===== config.mk =====
export PLATFORM = sky130hd
export DESIGN_NAME = write_collision_arbiter
export DESIGN_NICKNAME = d
export VERILOG_FILES = /design/src/rtl/write_collision_arbiter.sv
export SDC_FILE = /design/constraint.sdc
export NUM_CORES = 1
export LEC_CHECK = 0
export CAP_MARGIN = 0
export CORE_MARGIN = 1.5
export CORE_UTILIZATION = 30
export CTS_CLUSTER_SIZE = 8
export DETAILED_ROUTE_END_ITERATION = 8
export GPL_ROUTABILITY_DRIVEN = 0
export PLACE_DENSITY_LB_ADDON = 0.15
export SLEW_MARGIN = 20
export SYNTH_ARGS = -nofsm -noshare
export SYNTH_HDL_FRONTEND = slang
export SYNTH_SLANG_ARGS = --single-unit

===== constraint.sdc =====
create_clock -name aclk -period 1.7 [get_ports aclk]
set_input_delay 0.34 -clock aclk [delete_from_list [all_inputs] [get_ports aclk]]
set_output_delay 0.34 -clock aclk [all_outputs]
set_load 0.02 [all_outputs]

===== src/rtl/write_collision_arbiter.sv =====
// Same-row write collision arbiter: one round-robin winner per address group, losers stalled.
// Optional per-agent stall counters enabled by defining WRITE_COLLISION_STATS_EN.
module write_collision_arbiter #(
    parameter int ADDR_WIDTH = 3,
    parameter int DATA_WIDTH = 8,
    parameter int NB_WRAGENT = 2,
    parameter int PTR_WIDTH  = (NB_WRAGENT == 1) ? 1 : $clog2(NB_WRAGENT)
) (
    input  logic                             aclk,
    input  logic                             aresetn,
`ifdef WRITE_COLLISION_STATS_EN
    output logic [NB_WRAGENT*16-1:0]         collision_cnt,
`endif
    input  logic [NB_WRAGENT-1:0]            req_valid,
    output logic [NB_WRAGENT-1:0]            req_ready,
    input  logic [NB_WRAGENT*ADDR_WIDTH-1:0] req_addr,
    input  logic [NB_WRAGENT*DATA_WIDTH-1:0] req_data,
    output logic [NB_WRAGENT-1:0]            wren,
    output logic [NB_WRAGENT*ADDR_WIDTH-1:0] wraddr,
    output logic [NB_WRAGENT*DATA_WIDTH-1:0] wrdata
);

    logic [PTR_WIDTH-1:0]             r_rr_ptr;
    logic [NB_WRAGENT-1:0]            r_wren;
    logic [NB_WRAGENT*ADDR_WIDTH-1:0] r_wraddr;
    logic [NB_WRAGENT*DATA_WIDTH-1:0] r_wrdata;
    logic [NB_WRAGENT-1:0]            w_grant;
    logic                             w_collision;

    // Cyclic distance from the round-robin pointer; the smallest distance wins a group.
    function automatic int unsigned rr_dist(input int unsigned idx, input int unsigned ptr);
        return (idx >= ptr) ? (idx - ptr) : (idx + NB_WRAGENT - ptr);
    endfunction

    always_comb begin
        w_grant     = '0;
        w_collision = 1'b0;
        for (int i = 0; i < NB_WRAGENT; i++) begin
            w_grant[i] = req_valid[i] & aresetn;
            for (int j = 0; j < NB_WRAGENT; j++) begin
                if (j != i && req_valid[i] && req_valid[j] &&
                    req_addr[ADDR_WIDTH*i +: ADDR_WIDTH] == req_addr[ADDR_WIDTH*j +: ADDR_WIDTH])
                begin
                    w_collision = 1'b1;
                    if (rr_dist(j, 32'(r_rr_ptr)) < rr_dist(i, 32'(r_rr_ptr))) begin
                        w_grant[i] = 1'b0;
                    end
                end
            end
        end
    end

    always_ff @(posedge aclk or negedge aresetn) begin
        if (!aresetn) begin
            r_rr_ptr <= '0;
            r_wren   <= '0;
            r_wraddr <= '0;
            r_wrdata <= '0;
        end else begin
            r_wren <= w_grant;
            if (w_collision) begin
                if (r_rr_ptr == PTR_WIDTH'(NB_WRAGENT - 1)) begin
                    r_rr_ptr <= '0;
                end else begin
                    r_rr_ptr <= r_rr_ptr + 1'b1;
                end
            end
            for (int i = 0; i < NB_WRAGENT; i++) begin
                if (w_grant[i]) begin
                    r_wraddr[ADDR_WIDTH*i +: ADDR_WIDTH] <= req_addr[ADDR_WIDTH*i +: ADDR_WIDTH];
                    r_wrdata[DATA_WIDTH*i +: DATA_WIDTH] <= req_data[DATA_WIDTH*i +: DATA_WIDTH];
                end
            end
        end
    end

`ifdef WRITE_COLLISION_STATS_EN
    logic [NB_WRAGENT*16-1:0] r_cnt;

    always_ff @(posedge aclk or negedge aresetn) begin
        if (!aresetn) begin
            r_cnt <= '0;
        end else begin
            for (int i = 0; i < NB_WRAGENT; i++) begin
                if (req_valid[i] && !w_grant[i] && r_cnt[16*i +: 16] != 16'hFFFF) begin
                    r_cnt[16*i +: 16] <= r_cnt[16*i +: 16] + 16'd1;
                end
            end
        end
    end

    assign collision_cnt = r_cnt;
`endif

    assign req_ready = w_grant;
    assign wren      = r_wren;
    assign wraddr    = r_wraddr;
    assign wrdata    = r_wrdata;

endmodule

# After elaboration in Yosys (flattened, before gate mapping)
# Cells that the tools add are included.
dict set report totals {
  regBits 25
  wordCells 28
  output_inout_bits 26
}
dict set report op_classes {
  n_reduce_logical 3
  muxes 8
  bitwise 2
  n_lt_le_gt_ge 3
  n_eq_ne 2
  addsub 4
}
# operator n
set op_table {}
lappend op_table {{32-bit less-than comparator} 2}
lappend op_table {{32-bit 2-to-1 mux} 1}
lappend op_table {{1-bit 2-to-1 mux} 7}
lappend op_table {{3-bit equality test} 2}
lappend op_table {{1-bit by 1-bit subtractor with 2-bit output (first input constant)} 2}
lappend op_table {{1-bit logical AND} 3}
lappend op_table {{2-bit by 1-bit subtractor with 3-bit output (first input constant)} 1}
lappend op_table {{1-bit AND} 2}
lappend op_table {{1-bit adder (second input constant)} 1}
lappend op_table {{1-bit greater-or-equal comparator (first input constant)} 1}

# Longest topological paths before layout
dict set report logic_depth {
  ltp_word 5
  mapped_depth 5
}

# Worst setup path before layout
# No wires, ideal clock.
dict set report synth_path {
  path_type {input to output}
  from {input req_addr[1]}
  to {output req_ready[0]}
  path_stages 5
  path_slack_ps -95
  n_path_buf 2
  arrival_time_ps 1455
  cell_sequence {xor2_1 -> clkbuf_1 -> buf_2 -> nor4_1 -> nor2_1}
}
dict set report synth_between {
  elab_chain_cells 3
}
# item line_no
set synth_lines {}
lappend synth_lines {{from (decl)} 16} ;# input logic [NB_WRAGENT*ADDR_WIDTH-1:0] req_addr,
lappend synth_lines {{3-bit equality test} 42} ;# req_addr[ADDR_WIDTH*i +: ADDR_WIDTH] == req_addr[ADDR_WIDTH*j +: ADDR_WIDTH])
lappend synth_lines {{1-bit logical AND} 41} ;# if (j != i && req_valid[i] && req_valid[j] &&
lappend synth_lines {{1-bit 2-to-1 mux} 41}
lappend synth_lines {{to (decl)} 15} ;# output logic [NB_WRAGENT-1:0] req_ready,
# No other way between the ends.

# Worst setup path after layout
dict set report layout_path {
  from {input req_addr[3]}
  to {output req_ready[1]}
}
# The elaborated chain is that of the path after synthesis.

==> metrics.md <==
| Metric | Value |
|---|---|
| HP Class | in -> async |
| Synth area leaders | dfrtp_1 (46%), o211ai_1 (11%), mux2_4 (9.9%) |
| Initial core utilization | 0.312 |
| CTS Buf Count | 3 |
| Logic pwr share | 0.440 |
| Leak Pwr | 0.874 nW |
| DR iter-0 viols | 74 |
| Final setup vio count | 0 |
| Vias in the first global route | between 1000 and 1500 |
| Most used DFF post-synth | dfrtp_1 |
| I/O Buffers | between 50 and 60 |
| Warnings, synthesis | 0 |
| Syn Area/Cell | ~10 µm² |
| NumNets Final | 220 |
| Routed len/inst | around 16 µm |
| Final Power | 2.05 mW |
| Core area | between 4000 and 5000 µm² |
| Critical Path RT | ~1.4 ns |
| Area grow syn2layout | 57.3% |
| Setup CP Type | in -> out |
| Clock power share | 0.175 |
| CTS max path bufs | 2 |
| Vias per cell | 5.45 |
| EDFF count, synth | 0 |
| Status | finished clean |
| Worst-margin pin slew | 0.303 ns |
| Worst EP arrival | about 1.4 ns |
| Overflow after GRT | 0 |
| Max Clock Freq | a little under 600 MHz |
| Critical Path Sink Type | output pin |
| Yosys reg bits | 25 |
| CTS tree | done |
| Met3 routed WL | 188 µm |
| Share of cells above drive strength 1 | 0.254 |
| DRT Pass-1 Iters | 4 |
| Row count | 24 |
| CP Max Fanout | 3 |
| Clock sink total | 25 |
| Reg power frac | 0.385 |
| Clk_lat worst skew | 0.27 ns |
| Final std cells w/o fill | ~250 |
| Ys async rst share | 1.00 |
| I/O pin count | between 50 and 60 |
| Most instantiated cells after synthesis | dfrtp_1 (25), o211ai_1 (20), nand2_1 (15) |
| VDD IR max | about 0.00037 V |
| Hold Violations, Final | 0 |
| DPL Wire Length | approximately 2700 µm |
| Most frequent cell after synthesis | dfrtp_1 |
| Synth cell types | 21 |
| Antenna-violating nets left | 0 |
| GRT Util Overall | 0.168 |
| Highest Signal Layer | met4 |
| Ratio of final minimum period to clock period | 0.992 |
| Largest net degree at the start of global routing | 27 |
| Inst Count DP | about 240 |
| Final Core Density | 0.491 |
| Met2 WL post-DR | between 1500 and 2000 µm |
| Setup TNS | 0 ns |
| Antenna violations before repair | 0 |
| Max_cap viols | 0 |
| RSZ-0062 raised after global routing | true |
| Worst-path clk slew | roughly 0.09 ns |
| # DRC | 0 |
| Share of the synthesized area in the top cell type | 0.460 |
| Vias after detailed routing | approximately 1300 |
| Syn Std Cell Area | 1360 µm² |
| Worst Skew | 0.00487 ns |
| Worst slew margin | 0.796 |
| Met1 Routed Length | 1830 µm |
| Sequential share of the synthesized area | 0.460 |
| Cell taking the most area after synthesis | dfrtp_1 |
| P_sw | 728 µW |
| Die height | 70.3 µm |
| Net Count, Synth | 156 |
| Switching share of power | 0.355 |
| # diodes | 0 |
| Power Density | roughly 960 nW/µm² |
| First-pass GRT wire length | around 6700 µm |
| Synth Instances | 130 |
| H-tree levels | 1 |
| Final Critical Period | 1.69 ns |
| Root buffer cell | clkbuf_8 |
| Power Internal | ~1.3 mW |
| Count of pins over their slew limit | 0 |
| Die Width | approximately 70 µm |
| WL final | just over 4000 µm |
| Startpoint Class | input pin |
| Die Footprint | between 4000 and 5000 µm² |
-- critical path, stage by stage --
cell,delay [ns]
clkdlybuf4s15_1,0.21
xor2_2,0.18
o41a_1,0.46
buf_6,0.15
-- metrics by stage --
stage / area [µm²] / hold WS [ns] / setup WS [ns]
floorplan: 1360 / 0.0444 / 0.00834
global placement: 2010 / 0.489 / -0.661
detailed placement: 2010 / 0.495 / -0.646
CTS: 2110 / 0.258 / -0.0596
global route: 2140 / 0.176 / -0.0444
finish: 2140 / 0.157 / 0.0136
-- per-layer routing --
| metal | up-vias | global-route usage |
|---|---|---|
| met5 | - | 0 |
| met1 | 676 | 0.229 |
| met2 | 34 | 0.266 |
| met4 | 0 | 0.0556 |
| met3 | 5 | 0.0317 |
| li1 | 621 | - |
-- repair_timing --
| item | 4_1_cts | 5_1_grt |
|---|---|---|
| buffers inserted | 2 | 1 |
| gates cloned | 0 | 0 |
| endpoints found under the setup margin | 15 | 24 |
| gates resized for setup | 26 | 18 |
| hold buffers | 0 | 1 |
| endpoints found under the hold margin | 0 | 1 |
| pin swaps | 5 | 6 |
-- area by class of cell --
type | count | area, µm²
clock buffers | 3 | 41.3
clock inverters | 1 | 5.00
fillers | 391 | 2210
multi-input cells | 92 | 729
flip-flops and latches | 25 | 626
well taps | 52 | 65.1
repair buffers | 72 | 673
-- state kept, by name, indices dropped and copies added, names as in the netlist --
name and flops:
r_rr_ptr 1, wraddr 6, wrdata 16, wren 2
-- power by group through the flow --
| stage | sequential (mW) | combinational [mW] | clock, mW |
|---|---|---|---|
| final | 0.788 | 0.902 | 0.360 |
| after global placement | 0.792 | 0.824 | 0 |
| after detailed placement | 0.799 | 0.837 | 0 |
| after CTS | 0.786 | 0.882 | 0.370 |
| after global routing | 0.809 | 0.964 | 0.394 |
| after floorplan | 0.919 | 0.289 | 0 |
-- cells by family (layout without fill, tap and decap cells) --
kind of cell / count (synthesis) / in the layout / synth area share
AND/OR/NAND/NOR: 54 / 54 / 0.225
XOR/XNOR: 4 / 4 / 0.0258
AO/OA/AOI/OAI: 23 / 23 / 0.129
multiplexers: 11 / 11 / 0.116
flip-flops: 25 / 25 / 0.460
buffers and inverters: 13 / 76 / 0.0442
-- worst paths after layout --
| check | start | end | slack (ns) | cells after the start |
|---|---|---|---|---|
| worst max-delay path | req_addr[3] | req_ready[1] | 0.01 | 4 |
| worst min-delay path | aresetn | wraddr[5]$_DFFE_PN0P_ | 0.16 | 2 |
| worst max register to register | r_rr_ptr$_DFFE_PN0P_ | wrdata[9]$_DFFE_PN0P_ | 0.08 | 5 |
| worst min register to register | wrdata[12]$_DFFE_PN0P_ | wrdata[12]$_DFFE_PN0P_ | 0.51 | 1 |
| max in group asynchronous | aresetn | r_rr_ptr$_DFFE_PN0P_ | 1.06 | 2 |
| min in group aclk | req_addr[4] | wraddr[4]$_DFFE_PN0P_ | 0.36 | 2 |
-- placed cells by master, fill, tap and decap left out, types with 2 or more instances in the layout --
cell,count
mux2_4,9
nand2_1,14
o211ai_1,20
and2_1,2
clkdlybuf4s50_1,40
mux2_2,2
nand4_1,10
clkdlybuf4s15_1,2
nand3_1,10
nand4b_1,2
clkbuf_8,3
xor2_2,3
dlygate4sd2_1,2
dfrtp_1,25
buf_4,17
clkbuf_2,4
buf_6,4
or4_1,10
No activity file was read; power rests on OpenSTA's default activity.
